$ cat src/rtl/check_queue.sv
// check_queue: registers PNUMS lanes of decoded instruction fields between decode2
// and scheduler1. Each bundle is decoded (immediate, CSR, legal-format flag) as it is
// pushed, then held in a DEPTH-entry FIFO with valid/ready handshakes on both sides.
// Optional feature macro: CHECK_QUEUE_ILLEGAL_CNT_EN adds the ILLEGAL_CNT output, a
// saturating count of illegal lanes across all pushed bundles.
module check_queue #(
    parameter int COP_NUMS = 1,
    parameter int PNUMS    = COP_NUMS + 1,
    parameter int DEPTH    = 2,
    parameter int SIGN_EXT = 0
) (
    input  logic                 CLK,
    input  logic                 RST,
    input  logic                 FLUSH,
    input  logic                 MMU_WAIT,
    input  logic                 IN_VALID,
    output logic                 IN_READY,
    input  logic [32*PNUMS-1:0]  PC,
    input  logic [17*PNUMS-1:0]  OPCODE,
    input  logic [5*PNUMS-1:0]   RD,
    input  logic [5*PNUMS-1:0]   RS1,
    input  logic [5*PNUMS-1:0]   RS2,
    input  logic [32*PNUMS-1:0]  RINST,
    output logic                 OUT_VALID,
    input  logic                 OUT_READY,
`ifdef CHECK_QUEUE_ILLEGAL_CNT_EN
    output logic [31:0]          ILLEGAL_CNT,
`endif
    output logic [PNUMS-1:0]     CHECK_ACCEPT,
    output logic [32*PNUMS-1:0]  CHECK_PC,
    output logic [17*PNUMS-1:0]  CHECK_OPCODE,
    output logic [5*PNUMS-1:0]   CHECK_RD,
    output logic [5*PNUMS-1:0]   CHECK_RS1,
    output logic [5*PNUMS-1:0]   CHECK_RS2,
    output logic [12*PNUMS-1:0]  CHECK_CSR,
    output logic [32*PNUMS-1:0]  CHECK_IMM
);

    localparam int AW = $clog2(DEPTH);
    localparam int CW = AW + 1;
    localparam logic [CW-1:0] DEPTH_C = CW'(DEPTH);
    // addi x0,x0,0 in {opcode7,funct3,funct7} layout
    localparam logic [16:0] NOP_OPCODE = {7'b0010011, 3'b000, 7'b0000000};

    typedef struct packed {
        logic [32*PNUMS-1:0] pc;
        logic [17*PNUMS-1:0] opcode;
        logic [5*PNUMS-1:0]  rd;
        logic [5*PNUMS-1:0]  rs1;
        logic [5*PNUMS-1:0]  rs2;
        logic [12*PNUMS-1:0] csr;
        logic [32*PNUMS-1:0] imm;
        logic [PNUMS-1:0]    accept;
    } bundle_t;

    // Returns {accept, imm}; unknown opcodes give accept=0 and imm=0.
    function automatic logic [32:0] decode_imm(input logic [31:0] inst);
        logic        sx;
        logic [32:0] res;
        sx  = (SIGN_EXT != 0) && inst[31];
        res = {1'b1, 32'h0};
        case (inst[6:0])
            7'b0110011: res[31:0] = 32'h0;
            7'b1100111, 7'b0000011, 7'b0010011, 7'b0001111, 7'b1110011:
                res[31:0] = {{20{sx}}, inst[31:20]};
            7'b0100011: res[31:0] = {{20{sx}}, inst[31:25], inst[11:7]};
            7'b1100011: res[31:0] = {{19{sx}}, inst[31], inst[7], inst[30:25], inst[11:8], 1'b0};
            7'b0110111, 7'b0010111: res[31:0] = {inst[31:12], 12'h000};
            7'b1101111: res[31:0] = {{11{sx}}, inst[31], inst[19:12], inst[20], inst[30:21], 1'b0};
            default: res = 33'h0;
        endcase
        return res;
    endfunction

    bundle_t        mem [DEPTH];
    bundle_t        in_bundle_p0;
    bundle_t        head_p1;
    logic [AW-1:0]  wr_ptr;
    logic [AW-1:0]  rd_ptr;
    logic [CW-1:0]  count;
    logic           full;
    logic           empty;
    logic           push;
    logic           pop;

    assign full      = (count == DEPTH_C);
    assign empty     = (count == '0);
    assign IN_READY  = !full && !MMU_WAIT;
    assign OUT_VALID = !empty;
    assign push      = IN_VALID && IN_READY;
    assign pop       = OUT_VALID && OUT_READY;

    // Stage p0: assemble the incoming bundle and decode immediates/CSR per lane
    always_comb begin
        logic [32:0] dec;
        in_bundle_p0        = '0;
        in_bundle_p0.pc     = PC;
        in_bundle_p0.opcode = OPCODE;
        in_bundle_p0.rd     = RD;
        in_bundle_p0.rs1    = RS1;
        in_bundle_p0.rs2    = RS2;
        for (int l = 0; l < PNUMS; l++) begin
            dec = decode_imm(RINST[32*l +: 32]);
            in_bundle_p0.imm[32*l +: 32] = dec[31:0];
            in_bundle_p0.accept[l]       = dec[32];
            in_bundle_p0.csr[12*l +: 12] = RINST[32*l+20 +: 12];
        end
    end

    // Queue control: pointers and occupancy; flush and reset drop everything, including this cycle's push/pop
    always_ff @(posedge CLK) begin
        if (RST || FLUSH) begin
            wr_ptr <= '0;
            rd_ptr <= '0;
            count  <= '0;
        end else begin
            if (push) wr_ptr <= wr_ptr + 1'b1;
            if (pop)  rd_ptr <= rd_ptr + 1'b1;
            case ({push, pop})
                2'b10:   count <= count + 1'b1;
                2'b01:   count <= count - 1'b1;
                default: count <= count;
            endcase
        end
    end

    // Stage p1: bundle storage, written on push (data path carries no reset)
    always_ff @(posedge CLK) begin
        if (push) mem[wr_ptr] <= in_bundle_p0;
    end

    // Head bundle, or the NOP bundle while the queue is empty
    always_comb begin
        head_p1        = '0;
        head_p1.accept = '1;
        for (int l = 0; l < PNUMS; l++) head_p1.opcode[17*l +: 17] = NOP_OPCODE;
        if (!empty) head_p1 = mem[rd_ptr];
    end

    assign CHECK_PC     = head_p1.pc;
    assign CHECK_OPCODE = head_p1.opcode;
    assign CHECK_RD     = head_p1.rd;
    assign CHECK_RS1    = head_p1.rs1;
    assign CHECK_RS2    = head_p1.rs2;
    assign CHECK_CSR    = head_p1.csr;
    assign CHECK_IMM    = head_p1.imm;
    assign CHECK_ACCEPT = head_p1.accept;

`ifdef CHECK_QUEUE_ILLEGAL_CNT_EN
    function automatic logic [31:0] sat_add32(input logic [31:0] a, input logic [31:0] b);
        logic [32:0] sum;
        sum = {1'b0, a} + {1'b0, b};
        return sum[32] ? 32'hffff_ffff : sum[31:0];
    endfunction

    logic [31:0] n_illegal;
    logic [31:0] illegal_cnt;

    // Number of illegal lanes in the incoming bundle
    always_comb begin
        n_illegal = 32'h0;
        for (int l = 0; l < PNUMS; l++) n_illegal = n_illegal + {31'h0, ~in_bundle_p0.accept[l]};
    end

    // Saturating illegal-lane counter; only reset clears it, flushed pushes do not count
    always_ff @(posedge CLK) begin
        if (RST)                 illegal_cnt <= 32'h0;
        else if (push && !FLUSH) illegal_cnt <= sat_add32(illegal_cnt, n_illegal);
    end

    assign ILLEGAL_CNT = illegal_cnt;
`endif

endmodule

$ cat config.mk
export PLATFORM = sky130hd
export DESIGN_NAME = check_queue
export DESIGN_NICKNAME = d
export VERILOG_FILES = /design/src/rtl/check_queue.sv
export SDC_FILE = /design/constraint.sdc
export NUM_CORES = 1
export LEC_CHECK = 0
export BUFFER_PORTS_ARGS = -buffer_cell sky130_fd_sc_hd__buf_2
export CAP_MARGIN = 20
export CORE_MARGIN = 5
export CORE_UTILIZATION = 54
export CTS_CLUSTER_DIAMETER = 150
export DETAILED_ROUTE_END_ITERATION = 10
export PLACE_DENSITY = 0.8
export SLEW_MARGIN = 20
export SYNTH_ARGS = -nofsm -noshare
export SYNTH_HDL_FRONTEND = slang
export SYNTH_SLANG_ARGS = --single-unit
$ cat constraint.sdc
create_clock -name CLK -period 17.6 [get_ports CLK]
set_input_delay 3.52 -clock CLK [delete_from_list [all_inputs] [get_ports CLK]]
set_output_delay 3.52 -clock CLK [all_outputs]
set_load 0.005 [all_outputs]
Word-level counts from Yosys, hierarchy flattened
Memory sizes are Yosys's and may differ from the RTL's. A register that Yosys moved wholly into a read port is not among the register bits.
Index checks and enable logic that the tools add are counted.
W data, S select, Z words.
{"block": "totals", "reg_bits": 4, "latchBits": 0, "ramBits": 436, "rom_bits": 0, "out_inout_bits": 220, "memories": 1}
{"name": "mem", "depth": 2, "width": 218, "read_ports": 1, "rd_ports_with_merged_regs": 1, "write_ports": 1, "line": "75", "rtl": "bundle_t mem [DEPTH];"}
{"block": "classes", "n_addsub": 4, "multipliers": 0, "div": 0, "order_cmp": 0, "eq_ne": 25, "shift": 0, "muxes": 10, "n_bitwise": 0, "reduce_logical": 15}
{"operator": "$pmux W32 S5", "n": 2}
{"operator": "$mux W218", "n": 1}
{"operator": "$eq A7 B7 Y1 const B", "n": 8}
{"operator": "$eq A7 B6 Y1 const B", "n": 6}
{"operator": "$eq A7 B5 Y1 const B", "n": 4}
{"operator": "$reduce_or A11 Y1", "n": 2}
{"operator": "$eq A7 B2 Y1 const B", "n": 2}
{"operator": "$eq A7 B4 Y1 const B", "n": 2}
{"operator": "$reduce_or A5 Y1", "n": 2}
{"operator": "$mux W1", "n": 6}
{"operator": "$eq A2 B2 Y1 const B", "n": 2}
{"operator": "$pmux W2 S2", "n": 1}
{"operator": "$reduce_or A2 Y1", "n": 2}
{"operator": "$logic_and A1 B1 Y1", "n": 3}
{"operator": "$logic_not A1 Y1", "n": 3}
{"operator": "$add A1 B1 Y1 const B", "n": 2}
{"operator": "$add A2 B1 Y2 const B", "n": 1}
{"operator": "$eq A2 B1 Y1 const B", "n": 1}
{"operator": "$logic_not A2 Y1", "n": 1}
{"operator": "$reduce_bool A2 Y1", "n": 1}
{"operator": "$sub A2 B1 Y2 const B", "n": 1}
{"operator": "$logic_or A1 B1 Y1", "n": 1}

Depth between registers and ports, before layout
Gate-level depths: netlist (run 1).
{"block": "depth", "depth_word": 6, "depth_mapped": 8}

Least setup slack after synthesis (run 1)
No wires, ideal clock.
{"block": "synth_path", "path_type": "input to register", "from": "input port MMU_WAIT", "to": "memory mem[0][0] in the netlist's numbering (enable)", "setup_ps": 800, "t_arrival_ps": 12888, "slack_ps": 3912, "path_stages": 2, "path_buffers": 0, "path_cell_list": "a211o_1 nor2_1"}
{"block": "synth_between", "elab_chain_cells": 5}
{"item": "start, declared", "line": "15", "rtl": "input logic MMU_WAIT,"}
{"item": "$logic_not A1 Y1", "line": "88", "rtl": "assign IN_READY = !full && !MMU_WAIT;"}
{"item": "$logic_and A1 B1 Y1", "line": "88"}
{"item": "$logic_and A1 B1 Y1", "line": "90", "rtl": "assign push = IN_VALID && IN_READY;"}
{"item": "$mux W1", "line": "129", "rtl": "if (push) mem[wr_ptr] <= in_bundle_p0;"}
{"item": "$mux W1 (not written as such)", "line": "129"}
{"item": "end, declared", "line": "75"}
No other way between the ends.

Worst setup path after layout (run 1)
{"block": "layout_path", "from": "input port MMU_WAIT", "to": "output port IN_READY"}
{"block": "layout_between", "elab_chain_cells": 2}
{"item": "$logic_not A1 Y1", "line": "88"}
{"item": "$logic_and A1 B1 Y1", "line": "88"}
{"item": "end, declared", "line": "17", "rtl": "output logic IN_READY,"}
No other way between the ends.

==> flow_summary_export.csv, run 1 <==
group,metric,value,unit
global_route,grt_use_total,0.208,
place,gp_congestion,0.837,
sta,fin_ws,10.09,ns
cts,clk_pin_slew,0.06,ns
global_route,met3_usage,0.0617,
global_route,grt_max_degree,117,
route,via_count,10682,
floorplan,die_h,190,um
sta,fin_worst_skew,0.0150,ns
power,p_per_area,104,mW/mm2
place,place_ws,10.07,ns
sta,finalMaxSlewViolations,0,
synth,syn_avg_cell_area,16.0,um2
route,drtPass1Iterations,5,
synth,syn-instance-count,1096,
status,status,"finished clean",
power,ir_drop,0.0778,mV
cts,h-tree-depth,2,
synth,synth_area,0.0176,mm2
route,wl_per_cell,19.8,um
sta,slew_headroom,0.300,
floorplan,die_w,190,um
sta,rsz0062_at_grt,"no",
route,postRouteAntennaNets,0,
synth,ys.flop_type,"edfxtp_1",
worst_setup_path,crit_path_start_kind,"primary input",
worst_hold_path,hp-class,"register to register",
cts,post_cts_buffers,0,
power,leakage,7.87,nW
cts,root_buffer,"clkbuf_16",
worst_setup_path,critPathArrivalTime,3.99,ns
sta,period_share,0.427,
cts,insertion_delay,0.53,ns
global_route,met2_usage,0.354,
synth,mappedNetlistNets,1295,
layout,multi_input_area,0.00406,mm2
worst_setup_path,crit_slowest_cell,"a21oi_1",
worst_setup_path,cpPeakStageDelay,0.20,ns
synth,ys.warnings.count,0,
layout,layout_common_cells,"436 x edfxtp_1, 417 x buf_2, 218 x nor2_1, 218 x mux2i_1, 47 x clkbuf_16",
place,io_buffers,417,
worst_setup_path,r2r_slack,13.76,ns
route,route.detailed.drc,0,
floorplan,die_area,0.0362,mm2
cts,cts.sinks,441,
layout,final_common_cell,"edfxtp_1",
cts,cts_made_buffers,45,
sta,final.setup.tns,0,ns
floorplan,start_util,0.544,
floorplan,rows,66,
layout,fill_cells,2231,
synth,synth_edf_count,436,
place,hpwl,26600,um
sta,min_period,7.51,ns
global_route,grt_pass1_vias,10940,
flow_run,maxCapViolations,0,
layout,syn2layout_area_growth,22.5,%
sta,max_freq,133,MHz
route,vias_per_cell,5.33,
global_route,antenna_found_initial,10,
worst_setup_path,crit_type,"primary input to primary output",
sta,max_slew.worst_pin.slew,1.05,ns
cts,ctsResizeCount,0,
layout,fin_nets,1716,
worst_setup_path,required,14.08,ns
synth,seq_area_frac_synth,0.751,
route,first_iter_violations,720,
global_route,met1_usage,0.262,
cts,cts_hold_buf,0,
worst_setup_path,cpMostUsedCell,"buf_2",
synth,ys_seq_elements,441,
synth,async_flop_share,0,
worst_setup_path,end_kind,"primary output",
global_route,grt_pass1_wl,59500,um
floorplan,core,0.0323,mm2
synth,ys_types,53,
route,wl,39700,um
cts,cts_tree,"built",
worst_setup_path,crit_fanout,2,
cts,cts_max_path_buffers,3,
sta,setup_viol,0,
worst_setup_path,crit_chain,"buf_2 -> a21oi_1 -> buf_2",
layout,drive_gt1_frac,0.333,
layout,final-seq-area,0.0132,mm2
global_route,top_usage_layer,"met2",
floorplan,ios,418,
sta,final-hold-violation-count,0,
global_route,grt_remaining_overflow,0,
[synthesized netlist by cell type, drive strengths merged (2+ instances only)]
library cell	n	area [um2]
clkbuf	4	15.0
xnor2	4	35.0
mux2i	218	2180
o21ai	9	45.0
nor2	223	847
edfxtp	436	13100
buf	50	278
mux2	2	22.5
nand2	24	90.1
nor3	5	25.0
nand3	3	15.0
dfxtp	5	100
and2	47	295
and3	2	12.5
nor3b	3	38.8
a21o	2	15.0
o21bai	2	15.0
a21oi	16	95.1
a32o	4	40.0
inv	8	30.0
a22o	9	78.8
[critical path, delay by kind of cell]
family,cells,cell delay [ns]
compound gates,1,0.20
buf+inv,2,0.27
[path summary, 6_finish.rpt]
path,start,to,depth (start not counted)
setup / recovery,MMU_WAIT,IN_READY,3
setup reg to reg,count[0]$_SDFFE_PP0P_,mem[0][197]$_DFFE_PP_,5
hold reg to reg,rd_ptr$_SDFFE_PP0P_,rd_ptr$_SDFFE_PP0P_,2
hold / removal,rd_ptr$_SDFFE_PP0P_,rd_ptr$_SDFFE_PP0P_,2
[per-stage QoR]
stage | hold WS (ns) | area [um2] | cells | power, mW | util
6_report | 0.563 | 21500 | 2003 | 2.23 | 0.666
2_1_floorplan | 0.518 | 17600 | 1096 | 1.28 | -
3_5_place_dp | 0.546 | 20000 | 1912 | 1.33 | 0.620
5_1_grt | 0.624 | 21500 | 2000 | 2.31 | 0.666
3_3_place_gp | 0.535 | 20000 | 1912 | 1.33 | 0.620
4_1_cts | 0.562 | 21500 | 1996 | 2.25 | 0.666
[flip-flops by register name, indices dropped and copies added (netlist names), named ones only]
signal  count
rd_ptr      1
count       2
wr_ptr      1
mem       436
[where the power goes]
part | switching [mW] | internal (mW) | total, mW
registers | 0.00742 | 1.18 | 1.19
logic | 0.0732 | 0.0467 | 0.120
clock network | 0.378 | 0.547 | 0.925
total | 0.459 | 1.78 | 2.23
[area by class of cell]
type,instances,share of cell area
sequential,441,0.614
tap,442,0.0257
multi-input combinational,593,0.189
clock inverter,32,0.0126
antenna,7,0.000814
timing repair buffer,428,0.101
clock buffer,52,0.0556
inverter,8,0.00140
[cell families (layout without fill, tap and decap cells)]
logic type,Yosys count,in the layout,share of synthesized area
other cells,0,7,0
simple gates,318,318,0.0813
fa+ha+maj,1,1,0.000713
mux,220,220,0.126
compound gates,49,49,0.0200
buf+inv,62,520,0.0184
xor+xnor,5,5,0.00249
flops,441,441,0.751
[per-layer routing]
| metal | up-vias | wire length, um |
|---|---|---|
| met5 | - | 46 |
| met1 | 5193 | 15000 |
| met3 | 78 | 3980 |
| li1 | 4913 | - |
| met4 | 8 | 1030 |
| met2 | 490 | 19600 |
(Power assumes the default switching activity.)
==> inputs of run 2 (changes only) <==
--- a/config.mk
+++ b/config.mk
@@ -8,10 +8,10 @@
 export BUFFER_PORTS_ARGS = -buffer_cell sky130_fd_sc_hd__buf_2
 export CAP_MARGIN = 20
 export CORE_MARGIN = 5
-export CORE_UTILIZATION = 54
+export CORE_UTILIZATION = 48
 export CTS_CLUSTER_DIAMETER = 150
 export DETAILED_ROUTE_END_ITERATION = 10
-export PLACE_DENSITY = 0.8
+export PLACE_DENSITY = 0.76
 export SLEW_MARGIN = 20
 export SYNTH_ARGS = -nofsm -noshare
 export SYNTH_HDL_FRONTEND = slang
==> constraint.sdc (replaced) <==
create_clock -name CLK -period 6.7 [get_ports CLK]
set_input_delay 1.34 -clock CLK [delete_from_list [all_inputs] [get_ports CLK]]
set_output_delay 1.34 -clock CLK [all_outputs]
set_load 0.005 [all_outputs]
==> run 2 against run 1 <==
Against the previous run: final cell count up 1.2%; clock-buffer cell count up 10; clock power rose to 2.8 times the previous value; largest power group unchanged; utilization down 7.0 points; sequential power rose to 2.6 times the previous value; routed wire length up 2.8%; via count about the same; design area up 0.76%; die area up 12%; combinational power rose to 2.7 times the previous value; clock skew about the same; register-to-register slack worse by 9.9 ns.
==> flow_summary_export.csv, run 2 (synthesized netlist as in run 1, its figures left out) <==
group,metric,value,unit
global_route,grt_pass1_wl,61600,um
layout,layout_common_cells,"436 x edfxtp_1, 417 x buf_2, 218 x nor2_1, 218 x mux2i_1, 47 x clkbuf_16",
cts,root_buffer,"clkbuf_16",
worst_setup_path,crit_fanout,83,
global_route,grt_use_total,0.192,
cts,cts.sinks,441,
layout,fin_nets,1715,
global_route,grt_remaining_overflow,0,
global_route,grt_max_degree,104,
sta,final-hold-violation-count,0,
sta,setup_viol,0,
cts,insertion_delay,0.55,ns
route,wl_per_cell,20.1,um
floorplan,start_util,0.483,
status,status,"finished clean",
worst_setup_path,crit_path_start_kind,"register",
sta,max_freq,244,MHz
worst_setup_path,end_kind,"primary output",
worst_setup_path,crit_chain,"buf_12 -> mux2i_1 -> nor2_1 -> buf_2",
worst_setup_path,cpPeakStageDelay,0.97,ns
route,route.detailed.drc,0,
layout,largest_reg_flops,436,
place,placed_cell_area,0.0201,mm2
sta,finalMaxSlewViolations,0,
worst_hold_path,hp-start,"rd_ptr$_SDFFE_PP0P_",
sta,final.setup.tns,0,ns
sta,slew_headroom,0.314,
global_route,grt_pass1_vias,10793,
cts,cts_max_path_buffers,3,
place,io_buffers,417,
route,postRouteAntennaNets,0,
sta,rsz0062_at_grt,"no",
floorplan,die_h,201,um
sta,min_period,4.09,ns
place,gp_congestion,0.828,
layout,stdcell_area,0.0217,mm2
worst_setup_path,crit_buf_inv,2,
power,ir_drop,0.256,mV
worst_hold_path,hp-class,"register to register",
layout,fin_util,0.596,
place,hpwl,27500,um
floorplan,rows,70,
power,p_per_area,277,mW/mm2
route,vias_per_cell,5.27,
place,place_ws,3.07,ns
cts,cts_tree,"built",
sta,period_share,0.611,
global_route,antenna_found_initial,17,
layout,top_regs,"mem (436), count (2)",
layout,drive_gt1_frac,0.328,
worst_setup_path,crit_type,"register to primary output",
cts,cts_made_buffers,45,
worst_setup_path,crit_slowest_cell,"dfxtp_4",
cts,h-tree-depth,2,
cts,cts_hold_buf,0,
worst_setup_path,critPathArrivalTime,2.75,ns
route,wl,40800,um
worst_setup_path,crit_family,"flip-flops",
sta,fin_ws,2.61,ns
sta,fin_worst_skew,0.0153,ns
route,first_iter_violations,773,
route,drtPass1Iterations,5,
cts,clk_pin_slew,0.06,ns
sta,fin_hold_ws,0.586,ns
cts,post_cts_buffers,0,
floorplan,ios,418,
worst_setup_path,required,5.36,ns
cts,ctsResizeCount,0,
route,via_count,10692,
layout,final_common_cell,"edfxtp_1",
layout,syn2layout_area_growth,23.4,%
floorplan,die_area,0.0405,mm2
flow_run,maxCapViolations,0,
sta,max_slew.worst_pin.slew,1.03,ns
layout,regMostFlops,"mem",
floorplan,die_w,201,um
power,leakage,7.92,nW
floorplan,core,0.0363,mm2
worst_setup_path,r2r-start,"count[0]$_SDFFE_PP0P_",
==> run 2: final cells by class <==
class | count | area, um2
Antenna cell | 6 | 15.0
Clock buffer | 62 | 1230
Clock inverter | 22 | 293
Fill cell | 2778 | 14700
Inverter | 8 | 30.0
Multi-Input combinational cell | 593 | 4060
Sequential cell | 441 | 13200
Tap cell | 468 | 586
Timing Repair Buffer | 427 | 2260
==> run 2: worst min-delay path: stages (launching register included) <==
cell	delay [ns]
dfxtp_1	0.32
xnor2_1	0.17
nor3_1	0.06
==> run 2: metrics by stage <==
stage / cells / power, mW
after CTS: 2020 / 6.06
final: 2027 / 6.00
after global placement: 1936 / 3.49
after global routing: 2025 / 6.20
after detailed placement: 1936 / 3.50
after floorplan: 1096 / 3.34
==> run 2: worst paths after layout <==
| kind | to | slack, ns | depth (start not counted) |
|---|---|---|---|
| setup / recovery | CHECK_CSR[20] | 2.61 | 4 |
| hold / removal | register | 0.59 | 2 |
| setup reg to reg | mem[1][65]$_DFFE_PP_ | 3.90 | 4 |
| hold reg to reg | register | 0.59 | 2 |
==> run 2: power by group <==
part,switching (mW),internal [mW]
Clock,0.993,1.56
Sequential,0.0195,3.11
Combinational,0.193,0.126
==> run 2: per-layer routing <==
layer,routed length [um],part of all wire,GRT usage
met5,149,0.0037,0
met4,911,0.022,0.0591
met3,3810,0.093,0.0609
met2,19200,0.47,0.309
met1,16700,0.41,0.254
==> inputs of run 3 (changes only) <==
--- a/config.mk
+++ b/config.mk
@@ -5,13 +5,14 @@
 export SDC_FILE = /design/constraint.sdc
 export NUM_CORES = 1
 export LEC_CHECK = 0
+export ABC_AREA = 1
 export BUFFER_PORTS_ARGS = -buffer_cell sky130_fd_sc_hd__buf_2
 export CAP_MARGIN = 20
 export CORE_MARGIN = 5
-export CORE_UTILIZATION = 48
+export CORE_UTILIZATION = 54
 export CTS_CLUSTER_DIAMETER = 150
 export DETAILED_ROUTE_END_ITERATION = 10
-export PLACE_DENSITY = 0.76
+export PLACE_DENSITY = 0.8
 export SLEW_MARGIN = 20
 export SYNTH_ARGS = -nofsm -noshare
 export SYNTH_HDL_FRONTEND = slang
==> constraint.sdc (replaced) <==
create_clock -name CLK -period 3.91 [get_ports CLK]
set_input_delay 0.782 -clock CLK [delete_from_list [all_inputs] [get_ports CLK]]
set_output_delay 0.782 -clock CLK [all_outputs]
set_load 0.005 [all_outputs]
==> run 3 against run 2 <==
Against the previous run: area after synthesis increased by 1.9%; sequential share of layout area decreased by 0.070 points; first-iteration DRC count grew 31%; routed wire length rose by 12%; clock-buffer cell count unchanged; clock power is 54% higher; hold slack lost 0.14 ns; die area fell by 9.0%; non-clock buffer count increased by 3; sequential cell count unchanged; critical path type unchanged; highest routed layer unchanged.
==> flow_summary_export.csv, run 3 <==
group,metric,value,unit
status,status,"finished clean",
layout,fin_nets,2101,
synth,syn-instance-count,1506,
layout,fin_cells,2389,
synth,mappedNetlistNets,1705,
floorplan,die_area,0.0369,mm2
synth,synth_most_common_cell,"nand2_1",
cts,cts.sinks,441,
power,total_power,9.81,mW
layout,drive_gt1_frac,0.284,
power,leakage,8.89,nW
worst_setup_path,crit_path_start_kind,"register",
power,ir_drop,0.456,mV
floorplan,die_h,192,um
cts,insertion_delay,0.53,ns
floorplan,start_util,0.548,
place,hpwl,29300,um
worst_setup_path,end_kind,"primary output",
floorplan,die_w,192,um
worst_hold_path,whs_path_depth,1,
route,vias_per_cell,5.36,
global_route,grt_pass1_wl,68700,um
synth,async_flop_share,0,
synth,synth_common_cells,"510 x nand2_1, 436 x edfxtp_1, 214 x a21oi_1, 84 x nor2_1, 56 x inv_1",
synth,seq_area_frac_synth,0.738,
sta,fin_worst_skew,0.0168,ns
route,wl,45600,um
cts,post_cts_buffers,0,
route,first_iter_violations,1010,
layout,final_common_cell,"nand2_1",
layout,regMostFlops,"mem",
cts,ctsResizeCount,0,
route,wl_per_cell,19.1,um
worst_hold_path,hp-start,"RS2[8]",
worst_setup_path,required,3.13,ns
synth,syn_avg_cell_area,11.9,um2
place,gp_congestion,0.894,
synth,ys.warnings.count,0,
sta,final.setup.tns,0,ns
layout,largest_reg_flops,436,
cts,clk_pin_slew,0.06,ns
floorplan,rows,66,
synth,ys_types,32,
synth,ys_seq_elements,441,
synth,synth.top_cell.area_share,0.732,
worst_setup_path,worst_r2r_endpoint,"count[1]$_SDFFE_PP0P_",
worst_setup_path,r2r_cells,9,
cts,root_buffer,"clkbuf_16",
route,via_count,12802,
place,placed_cell_area,0.0203,mm2
sta,rsz0062_at_grt,"no",
synth,synth.largest_area_cell,"edfxtp_1",
worst_setup_path,r2r-start,"count[1]$_SDFFE_PP0P_",
cts,cts_hold_buf,0,
layout,layout_common_cells,"509 x nand2_1, 436 x edfxtp_1, 417 x buf_2",
sta,max_freq,307,MHz
layout,stdcell_area,0.0217,mm2
worst_setup_path,critPathArrivalTime,2.47,ns
global_route,grt_max_degree,219,
route,drtPass1Iterations,6,
power,p_per_area,452,mW/mm2
synth,ys.flop_type,"edfxtp_1",
sta,setup_viol,0,
global_route,antenna_found_initial,20,
worst_setup_path,crit_type,"register to primary output",
worst_hold_path,hp-class,"primary input to register",
cts,cts_max_path_buffers,3,
worst_hold_path,holdPathEnd,"mem[0][98]$_DFFE_PP_",
layout,syn2layout_area_growth,21.3,%
flow_run,maxCapViolations,0,
global_route,grt_use_total,0.238,
worst_setup_path,r2r_slack,1.51,ns
synth,synth.area.top_cells,"edfxtp_1 73%, nand2_1 11%, a21oi_1 6.0%, nor2_1 1.8%, buf_2 1.3%",
global_route,grt_pass1_vias,12839,
sta,final-hold-violation-count,0,
sta,finalMaxSlewViolations,0,
cts,cts_tree,"built",
sta,min_period,3.26,ns
place,placed_cells,2298,
floorplan,ios,418,
cts,cts_made_buffers,44,
route,route.detailed.drc,0,
synth,synth_edf_count,436,
synth,synth_area,0.0179,mm2
cts,h-tree-depth,2,
route,postRouteAntennaNets,0,
worst_setup_path,crit_fanout,218,
sta,period_share,0.833,
layout,top_regs,"mem (436), count (2)",
sta,slew_headroom,0.229,
global_route,grt_remaining_overflow,0,
floorplan,core,0.0326,mm2
sta,max_slew.worst_pin.slew,1.16,ns
place,io_buffers,417,
-- run 3: cell types whose count changed in the layout (fill, tap and decap cells not counted), moves of 9 or more --
cell     before  now
a21oi_1      14  214
a22o_1        9    0
and2_1       46    0
inv_1         7   55
mux2i_1     218    0
nand2_1      24  509
nand2_2       0   33
nand3_1       3   45
nor2_1      218   82
-- run 3: per-stage QoR --
step / hold WS, ns / setup slack, ns / utilization
floorplan: 0.459 / -0.776 / -
global placement: 0.458 / 1.32 / 0.623
global route: 0.417 / 0.623 / 0.665
detailed placement: 0.478 / 1.25 / 0.623
CTS: 0.411 / 0.729 / 0.664
finish: 0.441 / 0.654 / 0.665
-- run 3: power breakdown --
group	internal (mW)	leakage, nW	switching, mW
registers	5.32	4.06	0.0296
clock network	2.29	0.645	1.66
logic	0.179	4.18	0.343
-- run 3: worst max path at each step --
| stage | startpoint | endpoint | slack [ns] | depth (start not counted) |
|---|---|---|---|---|
| after global placement | register | CHECK_IMM[5] | 1.32 | 5 |
| after global routing | register | CHECK_PC[44] | 0.62 | 4 |
| after detailed placement | RINST[1] | mem[1][0]$_DFFE_PP_ | 1.25 | 7 |
| after CTS | register | CHECK_IMM[0] | 0.73 | 5 |
| final | register | CHECK_PC[44] | 0.65 | 4 |
| after floorplan | MMU_WAIT | mem[1][0]$_DFFE_PP_ | -0.78 | 3 |
-- run 3: kinds of logic after synthesis --
group                      synth area share
and+or+nand+nor                       0.161
DFF                                   0.738
AOI/OAI and AO/OA                    0.0627
buffers and inverters                0.0379
adders and majority gates          0.000700
-- run 3: final cells by class --
| class | count | area (um2) |
|---|---|---|
| fill | 2341 | 10900 |
| antenna | 11 | 27.5 |
| clock buffer | 62 | 1210 |
| clock inverter | 18 | 140 |
| multi-input combinational | 922 | 4050 |
| inverter | 63 | 246 |
| sequential | 441 | 13200 |
| timing repair buffer | 430 | 2270 |
| tap | 442 | 553 |
-- run 3: critical path, cell delays in order, from the launching register on --
cell	delay, ns
dfxtp_4	0.38
buf_12	0.60
nand2_1	0.16
a21oi_1	0.30
buf_2	0.17
-- run 3: routing by layer --
metal,up-vias,GRT usage,wire length [um]
met1,6077,0.307,17100
li1,5972,-,-
met4,16,0.0716,1150
met2,644,0.396,22300
met3,93,0.0669,4970
met5,-,0,107
